$ cat config.mk
export PLATFORM = sky130hd
export DESIGN_NAME = z80_opcode_sequencer
export DESIGN_NICKNAME = d
export VERILOG_FILES = /design/src/rtl/z80_opcode_sequencer.sv
export SDC_FILE = /design/constraint.sdc
export NUM_CORES = 1
export LEC_CHECK = 0
export ABC_AREA = 1
export BUFFER_PORTS_ARGS = -buffer_cell sky130_fd_sc_hd__buf_2
export CORE_MARGIN = 1
export CORE_UTILIZATION = 56
export CTS_BUF_LIST = sky130_fd_sc_hd__clkbuf_4
export DETAILED_ROUTE_END_ITERATION = 8
export PLACE_DENSITY = 0.83
export SETUP_SLACK_MARGIN = 0.02
export SLEW_MARGIN = 20
export SYNTH_ARGS = -nofsm -noshare
export SYNTH_HDL_FRONTEND = slang
export SYNTH_SLANG_ARGS = --single-unit
export TNS_END_PERCENT = 30
$ cat constraint.sdc
create_clock -name clk -period 2.1 [get_ports clk]
set_input_delay 0.105 -clock clk [delete_from_list [all_inputs] [get_ports clk]]
set_output_delay 0.105 -clock clk [all_outputs]
set_load 0.02 [all_outputs]
$ cat src/rtl/z80_opcode_sequencer.sv
// Z80 fetch sequencer: gathers prefixes, opcode, displacement and immediates into one instruction.
// instr_valid rises 1 cycle after the final done; instr_* hold, with no new fetch, until accepted.
module z80_opcode_sequencer (
    input  logic        clk,
    input  logic        rst_L,
    output logic        ocf_start,
    input  logic        ocf_done,
    input  logic [7:0]  ocf_data,
    output logic        od_start,
    input  logic        od_done,
    input  logic [7:0]  od_data,
    input  logic        flush,
    output logic        instr_valid,
    input  logic        instr_ready,
    output logic [2:0]  instr_group,
    output logic [7:0]  instr_opcode,
    output logic [7:0]  instr_disp,
    output logic [15:0] instr_imm
);
    typedef enum logic [2:0] {
        FETCH, WAIT_OCF, RD_DISP, RD_LO, RD_HI, XCB_DISP, XCB_OP, PRESENT
    } state_t;

    localparam logic [2:0] G_NONE = 3'd0, G_CB = 3'd1, G_ED = 3'd2, G_DD = 3'd3,
                           G_FD = 3'd4, G_DDCB = 3'd5, G_FDCB = 3'd6;

    state_t      state, state_n;
    logic        run_q, out_q, abort_q, need_lo_q, need_hi_q;
    logic [2:0]  group_q;
    logic [7:0]  opcode_q, disp_q;
    logic [15:0] imm_q;

    logic        od_state, ocf_take, od_take, drop, clr;
    logic        is_idx, in_pfx, pfx_byte;
    logic [1:0]  x;
    logic [2:0]  y, z;
    logic        cls_nn, cls_n, cls_disp;

    assign x = ocf_data[7:6];
    assign y = ocf_data[5:3];
    assign z = ocf_data[2:0];

    assign od_state = (state == RD_DISP) || (state == RD_LO) || (state == RD_HI) ||
                      (state == XCB_DISP) || (state == XCB_OP);
    assign ocf_take = (state == WAIT_OCF) && out_q && ocf_done;
    assign od_take  = od_state && out_q && od_done;
    assign drop     = flush || abort_q;

    // After a CB or ED prefix the next byte is always the opcode, even if it looks like a prefix.
    assign is_idx   = (group_q == G_DD) || (group_q == G_FD);
    assign in_pfx   = (group_q == G_NONE) || is_idx;
    assign pfx_byte = in_pfx && ((ocf_data == 8'hCB) || (ocf_data == 8'hED) ||
                                 (ocf_data == 8'hDD) || (ocf_data == 8'hFD));

    always_comb begin
        cls_nn   = 1'b0;
        cls_n    = 1'b0;
        cls_disp = 1'b0;
        if (group_q == G_ED) begin
            cls_nn = (x == 2'd1) && (z == 3'd3);
        end else if (in_pfx) begin
            cls_nn = ((x == 2'd0) && (z == 3'd1) && !y[0]) ||
                     ((x == 2'd0) && (z == 3'd2) && (y >= 3'd4)) ||
                     ((x == 2'd3) && ((z == 3'd2) || (z == 3'd4))) ||
                     (ocf_data == 8'hC3) || (ocf_data == 8'hCD);
            cls_n  = (((x == 2'd0) || (x == 2'd3)) && (z == 3'd6)) ||
                     (ocf_data == 8'hD3) || (ocf_data == 8'hDB) ||
                     ((x == 2'd0) && (z == 3'd0) && (y >= 3'd2));
            cls_disp = is_idx &&
                       ((ocf_data == 8'h34) || (ocf_data == 8'h35) || (ocf_data == 8'h36) ||
                        ((x == 2'd1) && ((y == 3'd6) || (z == 3'd6)) && (ocf_data != 8'h76)) ||
                        ((x == 2'd2) && (z == 3'd6)));
        end
    end

    always_comb begin
        state_n   = state;
        ocf_start = 1'b0;
        od_start  = 1'b0;
        clr       = 1'b0;
        case (state)
            FETCH: begin
                if (flush) begin
                    clr = 1'b1;
                end else if (run_q) begin
                    ocf_start = 1'b1;
                    state_n   = WAIT_OCF;
                end
            end
            WAIT_OCF: begin
                if (ocf_take) begin
                    if (drop) begin
                        clr     = 1'b1;
                        state_n = FETCH;
                    end else if (pfx_byte) begin
                        state_n = ((ocf_data == 8'hCB) && is_idx) ? XCB_DISP : FETCH;
                    end else if (cls_disp) begin
                        state_n = RD_DISP;
                    end else if (cls_nn || cls_n) begin
                        state_n = RD_LO;
                    end else begin
                        state_n = PRESENT;
                    end
                end
            end
            RD_DISP, RD_LO, RD_HI, XCB_DISP, XCB_OP: begin
                // First cycle in the state issues the read; later cycles wait for its done.
                if (!out_q) begin
                    if (flush) begin
                        clr     = 1'b1;
                        state_n = FETCH;
                    end else begin
                        od_start = 1'b1;
                    end
                end else if (od_take) begin
                    if (drop) begin
                        clr     = 1'b1;
                        state_n = FETCH;
                    end else begin
                        case (state)
                            RD_DISP:  state_n = need_lo_q ? RD_LO : PRESENT;
                            RD_LO:    state_n = need_hi_q ? RD_HI : PRESENT;
                            XCB_DISP: state_n = XCB_OP;
                            default:  state_n = PRESENT;
                        endcase
                    end
                end
            end
            PRESENT: begin
                if (flush || instr_ready) begin
                    clr     = 1'b1;
                    state_n = FETCH;
                end
            end
            default: state_n = FETCH;
        endcase
    end

    always_ff @(posedge clk or negedge rst_L) begin
        if (!rst_L) state <= FETCH;
        else        state <= state_n;
    end

    always_ff @(posedge clk or negedge rst_L) begin
        if (!rst_L) begin
            run_q     <= 1'b0;
            out_q     <= 1'b0;
            abort_q   <= 1'b0;
            need_lo_q <= 1'b0;
            need_hi_q <= 1'b0;
            group_q   <= G_NONE;
            opcode_q  <= 8'h00;
            disp_q    <= 8'h00;
            imm_q     <= 16'h0000;
        end else begin
            run_q <= 1'b1;
            if (ocf_start || od_start)    out_q <= 1'b1;
            else if (ocf_take || od_take) out_q <= 1'b0;
            if (ocf_take || od_take)      abort_q <= 1'b0;
            else if (flush && out_q)      abort_q <= 1'b1;

            if (clr) begin
                need_lo_q <= 1'b0;
                need_hi_q <= 1'b0;
                group_q   <= G_NONE;
                opcode_q  <= 8'h00;
                disp_q    <= 8'h00;
                imm_q     <= 16'h0000;
            end else if (ocf_take) begin
                if (pfx_byte) begin
                    case (ocf_data)
                        8'hCB:   group_q <= is_idx ? ((group_q == G_DD) ? G_DDCB : G_FDCB) : G_CB;
                        8'hED:   group_q <= G_ED;
                        8'hDD:   group_q <= G_DD;
                        default: group_q <= G_FD;
                    endcase
                end else begin
                    opcode_q  <= ocf_data;
                    need_lo_q <= cls_nn || cls_n;
                    need_hi_q <= cls_nn;
                end
            end else if (od_take) begin
                case (state)
                    RD_DISP, XCB_DISP: disp_q         <= od_data;
                    RD_LO:             imm_q[7:0]     <= od_data;
                    RD_HI:             imm_q[15:8]    <= od_data;
                    XCB_OP:            opcode_q       <= od_data;
                    default: ;
                endcase
            end
        end
    end

    // A same-cycle flush withdraws the instruction so a concurrent ready is not an accept.
    assign instr_valid  = (state == PRESENT) && !flush;
    assign instr_group  = group_q;
    assign instr_opcode = opcode_q;
    assign instr_disp   = disp_q;
    assign instr_imm    = imm_q;
endmodule

==> out/qor.log, run 1 <==
INFO  outcome        run_status=complete, no violations
INFO  global_routing grt_pass1_wl=9.23mm
INFO  synth          synth_top_area_frac=0.428
INFO  synth          synthFlopType=dfrtp_1
INFO  global_routing grt_most_used_layer=met2
INFO  global_routing gr-usage-met1=0.346
INFO  pwr            leakagePower=0.00164uW
INFO  route          vias_per_cell=5.64
INFO  setup_path     worst-endpoint-arrival=2.15ns
INFO  global_routing track_usage=0.262
INFO  setup_path     required=2.34ns
INFO  finish         antenna_cells=0
INFO  timing         tightestPinTransition=0.918ns
INFO  setup_path     timing.critical_path.to_type=register
INFO  placement      dp_worst_setup_slack=0.117ns
INFO  clock_network  cts_max_level=2
INFO  synth          synth_most_common_cell=nand2_1
INFO  route          detail_route.first_pass.iterations=4
INFO  clock_network  clkSinkCount=43
INFO  floorplanning  dieHeight=69.0um
INFO  setup_path     crit_path_max_incr_delay=0.40ns
INFO  floorplanning  core_region_area=4140squm
INFO  floorplanning  num_io_pins=60
INFO  setup_path     criticalPathCategory=register to register
INFO  pwr            p_per_area=1000nW/um^2
INFO  setup_path     critPathSlowestCell=dfrtp_1
INFO  timing         timing_hold_violations_final=0
INFO  clock_network  setup_fix_buffers_added_after_clock_tree_synthesis=0
INFO  placement      dpl.hpwl=4.54mm
INFO  floorplanning  die_area=4760squm
INFO  synth          syn-instance-count=331
INFO  floorplanning  floorplan.die.width=69.0um
INFO  hold_path      min-delay-path-class=primary input to register
INFO  timing         timing_max_transition_violations_final=0
INFO  timing         period_share=0.906
INFO  clock_network  max-clock-path-buffers=2
INFO  clock_network  insertion_delay=0.37ns
INFO  route          finalWirelength=5.83mm
INFO  synth          yosys.area.top_type=dfrtp_1
INFO  timing         final_critical_path_setup_slack=0.197ns
INFO  synth          avgSynthCellArea=7.59squm
INFO  synth          ys_warn_count=0
INFO  global_routing use_met3=0.0444
INFO  route          route.detailed.drc=0
INFO  synth          synth_top_cells_by_count=81 x nand2_1, 46 x nand3_1, 43 x dfrtp_1
INFO  timing         unrepaired_setup_endpoints_after_global_routing=no
INFO  setup_path     critical_path.n_buffers_inverters=2
INFO  clock_network  tritoncts_clock_tree=done
INFO  timing         max_clock_freq=526MHz
INFO  pwr            p_total=2970uW
INFO  placement      place.gp.congestion=0.946
INFO  clock_network  cts.clk_slew.worst_paths=0.14ns
INFO  timing         finalSetupTns=0ns
INFO  synth          synth.area.top_cells=dfrtp_1 43%, nand2_1 12%, nand3_1 9.2%
INFO  setup_path     cp_cell_sequence=buf_4 -> nor3_4 -> nand2_2 -> nand2_1 -> nor2_1 -> o21bai_2 -> nand2_4 -> buf_12 -> nand3_1 -> o21ai_0
INFO  setup_path     crit_family=simple AND/OR/NAND/NOR gates
INFO  route          routedWlPerCell=13.0um
INFO  floorplanning  core.rowCount=23
INFO  finish         final_util=0.716
INFO  global_routing antenna_found_initial=0
INFO  setup_path     critical_path_peak_fanout=24
INFO  flow_run       cap_violations=0
INFO  finish         final_layout_size_suffix_gt1_frac=0.231
INFO  synth          synth.lib_cells_used.distinct=31
INFO  synth          synth-edff-count=0
INFO  global_routing maximum_number_of_pins_on_one_net_before_global_route_repair=44
INFO  placement      place_inst=440
INFO  global_routing globalRouteMet2Util=0.407
INFO  timing         skew=0.0102ns
INFO  timing         setup_viol_count_final=0
INFO  route          via_count=2532
INFO  finish         syn_to_final_growth=18.1%
INFO  placement      io_buffer_count=59
INFO  floorplanning  floorplan.initialDensity=0.606
INFO  pwr            max-vdd-ir-drop=543uV
INFO  route          drt_iter0_drc=196
INFO  timing         timing.final.crit_period=1.90ns
INFO  synth          synth.yosys.seq_area_share=0.428
INFO  synth          ys_ff_latch=43
INFO  global_routing grt_pass1_vias=2164
INFO  global_routing globalRouteOverflowTotal=0
INFO  finish         stdcell_count=449
INFO  clock_network  clock-root-buffer=clkbuf_4
INFO  clock_network  cts_buffers=5
INFO  synth          async_flop_share=1.00
INFO  setup_path     worstSetupStartpointType=register
INFO  finish         nNetsFinal=426
INFO  timing         relative_slew_slack=0.388
INFO  route          route.antenna.remaining_nets=0
INFO  synth          cell_area_after_synthesis=2510squm
INFO  synth          mappedNetlistNets=359
[registers in the layout (all words and copies together) (netlist names)]
signal        flops
need_hi_q         1
run_q             1
state             3
instr_disp        8
need_lo_q         1
abort_q           1
instr_imm        16
instr_opcode      8
instr_group       3
out_q             1
[worst min-delay path, cell delays in order]
cell	delay, ns
buf_2	0.11
nand2_1	0.09
o21ai_0	0.07
[metrics by stage]
stage / hold WS [ns] / area [sq um]
floorplan: -0.191 / 2510
global route: 0.0258 / 2970
detailed placement: 0.298 / 2890
finish: 0.0315 / 2970
CTS: 0.0229 / 2960
global placement: 0.288 / 2890
[cell usage in the layout, fill, tap and decap left out, drive strengths merged]
| cell | instances |
|---|---|
| o211ai | 9 |
| a21oi | 2 |
| o21bai | 2 |
| o21a | 1 |
| nor3 | 4 |
| a21o | 1 |
| clkinv | 1 |
| nand3 | 48 |
| clkbuf | 5 |
| nor2 | 24 |
| or3 | 1 |
| inv | 31 |
| nor4 | 2 |
| dlygate4sd3 | 1 |
| clkinvlp | 2 |
| dfrtp | 43 |
| ha | 6 |
| conb | 1 |
| nand4 | 17 |
| o21ai | 42 |
| buf | 71 |
| nand2 | 84 |
| a31oi | 1 |
[logic make-up after synthesis]
logic type               Yosys count  synth area share
other                              1           0.00149
AND/OR/NAND/NOR                  180             0.331
adder cells (fa/ha/maj)            6            0.0299
flip-flops                        43             0.428
AO/OA/AOI/OAI                     58             0.130
buffers and inverters             43            0.0787
[final cells by class]
| type | count | area, sq um |
|---|---|---|
| clock buffers | 5 | 37.5 |
| well taps | 50 | 62.6 |
| fillers | 353 | 1180 |
| flip-flops and latches | 43 | 1080 |
| repair buffers | 72 | 408 |
| inverters | 31 | 116 |
| multi-input cells | 245 | 1240 |
| clock inverters | 3 | 23.8 |
[path summary, 6_finish.rpt]
path	from	slack (ns)	endpoint	cells after the start
worst max-delay path	state[2]	0.20	instr_imm[10]	10
worst min-delay path	od_data[6]	0.03	instr_disp[6]	3
worst max register to register	state[2]	0.20	instr_imm[10]	10
worst min register to register	instr_imm[5]	0.52	instr_imm[5]	2
max in group asynchronous	rst_L	1.13	state[1]	2
min in group asynchronous	rst_L	0.40	instr_imm[4]	2
[per-layer routing]
metal / share of wire / vias to the layer above
li1: - / 1254
met1: 0.44 / 1169
met2: 0.47 / 92
met3: 0.062 / 17
met4: 0.028 / 0
met5: 0 / -
[power breakdown]
group,total [uW],leakage [uW],internal (uW),switching [uW]
Combinational,1560,0.00103,514,1050
Clock,429,0.0000278,134,294
Sequential,978,0.000588,916,62.3
[timing repair]
item | in CTS | in global routing
hold buffers | 1 | 0
hold endpoints to repair | 43 | 0
setup endpoints to repair | 0 | 37
resized for setup | 0 | 1
Note: power is estimated with default switching activity, not from simulation.
==> inputs of run 2 (changes only) <==
--- a/config.mk
+++ b/config.mk
@@ -5,13 +5,12 @@
 export SDC_FILE = /design/constraint.sdc
 export NUM_CORES = 1
 export LEC_CHECK = 0
-export ABC_AREA = 1
 export BUFFER_PORTS_ARGS = -buffer_cell sky130_fd_sc_hd__buf_2
 export CORE_MARGIN = 1
 export CORE_UTILIZATION = 56
 export CTS_BUF_LIST = sky130_fd_sc_hd__clkbuf_4
 export DETAILED_ROUTE_END_ITERATION = 8
-export PLACE_DENSITY = 0.83
+export PLACE_DENSITY = 0.82
 export SETUP_SLACK_MARGIN = 0.02
 export SLEW_MARGIN = 20
 export SYNTH_ARGS = -nofsm -noshare
==> out/qor.log, run 2 <==
INFO  floorplanning  floorplan.initialDensity=0.591
INFO  timing         timing.final.crit_period=2.09ns
INFO  route          routedWlPerCell=16.1um
INFO  finish         syn_to_final_growth=25.4%
INFO  setup_path     worstSetupStartpointType=register
INFO  floorplanning  dieHeight=70.5um
INFO  clock_network  tritoncts_clock_tree=done
INFO  finish         final_util=0.742
INFO  finish         mostFrequentLayoutCells=59 x buf_2, 43 x dfrtp_1, 30 x nand2_1
INFO  route          finalWirelength=6.51mm
INFO  clock_network  cts_max_level=2
INFO  setup_path     required=2.34ns
INFO  timing         setup_viol_count_final=0
INFO  clock_network  clock-root-buffer=clkbuf_4
INFO  synth          synth_simple_gate_area_frac=0.218
INFO  synth          synth.lib_cells_used.distinct=55
INFO  placement      place.gp.congestion=0.924
INFO  synth          yosys.area_share.adder=0.0286
INFO  clock_network  cts_buffers=5
INFO  setup_path     critical_path_peak_fanout=8
INFO  floorplanning  die_area=4970squm
INFO  synth          avgSynthCellArea=9.77squm
INFO  placement      dp_worst_setup_slack=-0.0575ns
INFO  synth          ys_ff_latch=43
INFO  floorplanning  core.rowCount=24
INFO  synth          synth_top_cells_by_count=43 x dfrtp_1, 30 x nand2_1, 26 x nor2_1
INFO  synth          mappedNetlistNets=297
INFO  finish         layout.filler_cells=329
INFO  outcome        violations=DRC
INFO  synth          main_combinational_cell_family_by_area_after_synthesis=simple AND/OR/NAND/NOR gates
INFO  finish         nNetsFinal=379
INFO  route          route.detailed.drc=6
INFO  setup_path     worst-endpoint-arrival=2.33ns
INFO  clock_network  cts.clk_slew.worst_paths=0.12ns
INFO  setup_path     timing.critical_path.to_type=register
INFO  clock_network  clkSinkCount=43
INFO  synth          synth.area.top_cells=dfrtp_1 41%, mux2_2 6.9%, mux2i_1 4.6%
INFO  pwr            max-vdd-ir-drop=868uV
INFO  timing         timing_max_transition_violations_final=0
INFO  hold_path      min-delay-path-class=primary input to register
INFO  timing         final_critical_path_setup_slack=0.0145ns
INFO  global_routing track_usage=0.256
INFO  route          detail_route.first_pass.iterations=7
INFO  route          route.antenna.remaining_nets=0
INFO  global_routing grt_pass1_wl=10.0mm
INFO  synth          synth-edff-count=0
INFO  global_routing maximum_number_of_pins_on_one_net_before_global_route_repair=24
INFO  finish         most_frequent_standard_cell_in_the_layout_excluding_fill_and_tap_cells=buf_2
INFO  placement      io_buffer_count=59
INFO  floorplanning  core_region_area=4440squm
INFO  finish         multi_input_comb_area=1520squm
INFO  finish         final_layout_size_suffix_gt1_frac=0.409
INFO  synth          synth_top_area_frac=0.409
INFO  finish         antenna_cells=0
INFO  placement      dpl.hpwl=4.65mm
INFO  finish         design_area=3300squm
INFO  timing         unrepaired_setup_endpoints_after_global_routing=yes
INFO  timing         skew=0.0102ns
INFO  route          drt_iter0_drc=111
INFO  synth          synth_most_common_cell=dfrtp_1
INFO  synth          synthFlopType=dfrtp_1
INFO  timing         period_share=0.993
INFO  synth          syn-instance-count=269
INFO  flow_run       cap_violations=0
INFO  timing         relative_slew_slack=0.646
INFO  synth          synth_compound_area_frac=0.139
INFO  timing         timing_hold_violations_final=0
INFO  placement      placed_cell_area=3100squm
INFO  pwr            p_per_area=1440nW/um^2
INFO  global_routing globalRouteOverflowTotal=0
INFO  route          vias_per_cell=5.88
INFO  clock_network  insertion_delay=0.34ns
INFO  synth          synth.yosys.seq_area_share=0.409
INFO  synth          cell_area_after_synthesis=2630squm
INFO  pwr            leakagePower=0.00167uW
INFO  floorplanning  num_io_pins=60
INFO  setup_path     reg2reg_setup_slack=0.01ns
INFO  global_routing grt_pass1_vias=2178
INFO  finish         seq_cell_area=1080squm
INFO  route          via_count=2377
INFO  outcome        run_status=complete, but fails checks
INFO  synth          async_flop_share=1.00
INFO  synth          yosys-mux-area-fraction=0.168
INFO  timing         max_clock_freq=480MHz
INFO  floorplanning  floorplan.die.width=70.5um
INFO  finish         stdcell_count=404
INFO  finish         largest_reg_flops=16
INFO  timing         tightestPinTransition=0.531ns
INFO  synth          synth_xor_xnor_area_share=0
INFO  setup_path     criticalPathCategory=register to register
INFO  global_routing antenna_found_initial=0
INFO  synth          yosys.area.top_type=dfrtp_1
INFO  placement      place_inst=388
INFO  clock_network  max-clock-path-buffers=2
INFO  synth          ys_warn_count=0
INFO  pwr            p_total=4730uW
[run 2: changes by cell type after synthesis, sizes merged, moves of 4 or more]
cell / previous run / this run
nand2: 84 / 30
nand3: 48 / 4
o21ai: 42 / 11
mux2: 0 / 26
inv: 30 / 7
a21oi: 2 / 19
nand4: 17 / 0
nor2b: 0 / 13
mux2i: 0 / 12
o211ai: 9 / 2
a22oi: 0 / 4
nand2b: 0 / 4
nand3b: 0 / 4
[run 2: power breakdown]
group | internal [uW] | leakage [uW] | switching, uW | total [uW]
Combinational | 1520 | 0.00107 | 1560 | 3080
Sequential | 1100 | 0.000562 | 149 | 1250
Clock | 142 | 0.0000317 | 260 | 402
Total | 2760 | 0.00167 | 1970 | 4730
[run 2: metal layers]
layer / vias up / track usage / part of all wire
li1: 1123 / - / -
met1: 1158 / 0.323 / 0.41
met2: 86 / 0.447 / 0.51
met3: 10 / 0.0577 / 0.059
met4: 0 / 0.0658 / 0.012
met5: - / 0 / 0
[run 2: path summary, 6_finish.rpt]
| check | from | endpoint | cells after the start |
|---|---|---|---|
| setup / recovery | state[1] | instr_disp[3] | 9 |
| hold / removal | od_data[5] | instr_imm[13] | 3 |
| setup reg to reg | state[1] | instr_disp[3] | 9 |
| hold reg to reg | instr_opcode[0] | instr_opcode[0] | 1 |
| max in group asynchronous | rst_L | instr_imm[1] | 3 |
| min in group asynchronous | rst_L | state[0] | 2 |
[run 2: critical path, cell delays in order (launching register included)]
cell	delay (ns)
dfrtp_1	0.42
buf_6	0.15
and3b_2	0.21
o21ai_1	0.15
a21oi_1	0.09
o32a_2	0.22
buf_6	0.15
nor2_4	0.13
buf_12	0.14
mux2_2	0.33
[run 2: logic make-up after synthesis]
group	Yosys count
simple gates	104
compound gates	56
flops	43
mux	38
buf+inv	21
fa+ha+maj	6
other cells	1
[run 2: layout make-up]
class,instances,share of cell area
multi-input cells,205,0.462
flip-flops and latches,43,0.326
repair buffers,89,0.166
well taps,52,0.0197
clock buffers,6,0.0137
inverters,7,0.00797
clock inverters,2,0.00380
[run 2: per-stage QoR]
stage / hold slack, ns / TNS, ns
after floorplan: -0.191 / 0
after global placement: 0.0997 / -0.00450
after detailed placement: 0.111 / -0.262
after CTS: 0.0201 / 0
after global routing: 0.0404 / -0.402
final: 0.0390 / 0
[run 2: timing repair]
action                                 CTS  global route
pin swaps                                1             5
resized for setup                        1            14
hold buffers                             1             0
endpoints found under the hold margin   20             0
setup endpoints to repair               11            37
buffers inserted                         1             6
==> inputs of run 3 (changes only) <==
--- a/config.mk
+++ b/config.mk
@@ -7,10 +7,10 @@
 export LEC_CHECK = 0
 export BUFFER_PORTS_ARGS = -buffer_cell sky130_fd_sc_hd__buf_2
 export CORE_MARGIN = 1
-export CORE_UTILIZATION = 56
+export CORE_UTILIZATION = 51
 export CTS_BUF_LIST = sky130_fd_sc_hd__clkbuf_4
 export DETAILED_ROUTE_END_ITERATION = 8
-export PLACE_DENSITY = 0.82
+export PLACE_DENSITY = 0.87
 export SETUP_SLACK_MARGIN = 0.02
 export SLEW_MARGIN = 20
 export SYNTH_ARGS = -nofsm -noshare
==> constraint.sdc (replaced) <==
create_clock -name clk -period 1.9 [get_ports clk]
set_input_delay 0.095 -clock clk [delete_from_list [all_inputs] [get_ports clk]]
set_output_delay 0.095 -clock clk [all_outputs]
set_load 0.02 [all_outputs]
==> out/qor.log, run 3 (synthesis results as in run 2) <==
INFO  outcome        run_status=complete, but fails checks
INFO  outcome        violations=setup timing
INFO  floorplanning  die_area=5450squm
INFO  route          vias_per_cell=5.83
INFO  route          via_count=2566
INFO  global_routing grt_pass1_wl=11.9mm
INFO  clock_network  cts_max_level=2
INFO  timing         timing_max_transition_violations_final=0
INFO  timing         setup_viol_count_final=38
INFO  setup_path     criticalPathCategory=register to register
INFO  pwr            leakagePower=0.00180uW
INFO  timing         whs=0.0175ns
INFO  pwr            p_per_area=1660nW/um^2
INFO  hold_path      min-delay-path-class=primary input to register
INFO  setup_path     worst-endpoint-arrival=2.31ns
INFO  placement      dpl.hpwl=5.26mm
INFO  finish         final_util=0.736
INFO  timing         max_clock_freq=486MHz
INFO  timing         timing.final.crit_period=2.06ns
INFO  finish         syn_to_final_growth=35.7%
INFO  floorplanning  core_region_area=4850squm
INFO  pwr            max-vdd-ir-drop=947uV
INFO  global_routing globalRouteOverflowTotal=0
INFO  finish         layout.filler_cells=325
INFO  route          route.antenna.remaining_nets=0
INFO  timing         relative_slew_slack=0.559
INFO  timing         period_share=1.08
INFO  finish         final_layout_size_suffix_gt1_frac=0.456
INFO  finish         nNetsFinal=400
INFO  route          route.detailed.drc=0
INFO  setup_path     worstSetupStartpointType=register
INFO  global_routing antenna_found_initial=0
INFO  timing         finalSetupTns=-3.18ns
INFO  timing         final_critical_path_setup_slack=-0.157ns
INFO  placement      dp_worst_setup_slack=-0.189ns
INFO  timing         unrepaired_setup_endpoints_after_global_routing=yes
INFO  clock_network  tritoncts_clock_tree=done
INFO  global_routing maximum_number_of_pins_on_one_net_before_global_route_repair=29
INFO  floorplanning  core.rowCount=25
INFO  finish         mostFrequentLayoutCells=58 x buf_2, 42 x buf_4, 40 x dfrtp_1
INFO  floorplanning  num_io_pins=60
INFO  route          detail_route.first_pass.iterations=5
INFO  finish         antenna_cells=0
INFO  clock_network  insertion_delay=0.37ns
INFO  finish         most_frequent_standard_cell_in_the_layout_excluding_fill_and_tap_cells=buf_2
INFO  route          drt_iter0_drc=298
INFO  global_routing grt_pass1_vias=2521
INFO  clock_network  max-clock-path-buffers=2
INFO  setup_path     timing.critical_path.to_type=register
INFO  clock_network  clkSinkCount=43
INFO  route          finalWirelength=7.51mm
INFO  timing         tightestPinTransition=0.662ns
INFO  route          routedWlPerCell=17.1um
INFO  floorplanning  floorplan.initialDensity=0.542
INFO  setup_path     critical_path_peak_fanout=8
INFO  floorplanning  floorplan.die.width=73.8um
INFO  flow_run       cap_violations=0
INFO  timing         timing_hold_violations_final=0
INFO  finish         largest_reg_flops=16
INFO  setup_path     required=2.16ns
INFO  global_routing track_usage=0.296
INFO  timing         skew=0.00857ns
INFO  floorplanning  dieHeight=73.8um
INFO  placement      io_buffer_count=59
INFO  clock_network  clock-root-buffer=clkbuf_4
INFO  clock_network  cts.clk_slew.worst_paths=0.13ns
INFO  clock_network  cts_buffers=5
INFO  placement      place.gp.congestion=0.925
## run 3: cell types whose count changed in the layout (fill, tap and decap cells not counted), moves of 3 or more
| cell | before | now |
|---|---|---|
| dfrtp_2 | 0 | 3 |
| buf_4 | 25 | 42 |
| buf_6 | 3 | 6 |
| mux2_4 | 11 | 18 |
| dfrtp_1 | 43 | 40 |
| mux2_2 | 13 | 7 |
## run 3: repair_timing
item                                   CTS  global route
resized for setup                       22             8
pin swaps                                8             3
buffers inserted                         8             1
hold buffers                             2             0
endpoints found under the hold margin   28             0
setup endpoints to repair               38            39
## run 3: final timing paths
kind                              endpoint             from  cells after the start  slack, ns
max reg2reg                  instr_disp[0]         state[0]                      8      -0.16
min in group asynchronous            out_q            rst_L                      2       0.27
min reg2reg                instr_opcode[3]  instr_opcode[3]                      1       0.52
min                          instr_imm[12]       od_data[4]                      3       0.02
max                          instr_disp[0]         state[0]                      8      -0.16
max in group asynchronous    instr_disp[0]            rst_L                      3       0.95
## run 3: per-stage QoR
stage | std cells | power [uW] | area (sq um)
floorplan | 269 | 3670 | 2700
global placement | 421 | 4570 | 3310
detailed placement | 421 | 4720 | 3310
CTS | 439 | 5750 | 3530
global route | 440 | 6210 | 3570
finish | 440 | 5910 | 3570
## run 3: routing by layer
layer / part of all wire / vias to the layer above / GRT usage / wire (um)
met2: 0.49 / 140 / 0.509 / 3710
met4: 0.031 / 0 / 0.122 / 233
met5: 0 / - / 0 / 0
li1: - / 1160 / - / -
met1: 0.41 / 1239 / 0.360 / 3070
met3: 0.067 / 27 / 0.0604 / 504
## run 3: area by class of cell
cell class                      count  area, sq um  area share
Multi-Input combinational cell    205         1590       0.445
Sequential cell                    43         1080       0.303
Timing Repair Buffer              110          733       0.205
Tap cell                           67         83.8      0.0235
Clock buffer                        5         37.5      0.0105
Inverter                            7         31.3     0.00877
Clock inverter                      3         15.0     0.00421
## run 3: worst max-delay path, cell delays in order (launching register included)
cell,delay [ns]
dfrtp_2,0.46
and3b_2,0.28
o21ai_2,0.18
a21oi_2,0.08
o32a_4,0.24
buf_12,0.15
nor2_4,0.10
buf_6,0.15
mux2_4,0.31
## run 3: where the power goes
| part | switching [uW] | internal, uW |
|---|---|---|
| Sequential | 205 | 1220 |
| Combinational | 1940 | 2110 |
| Clock | 302 | 136 |
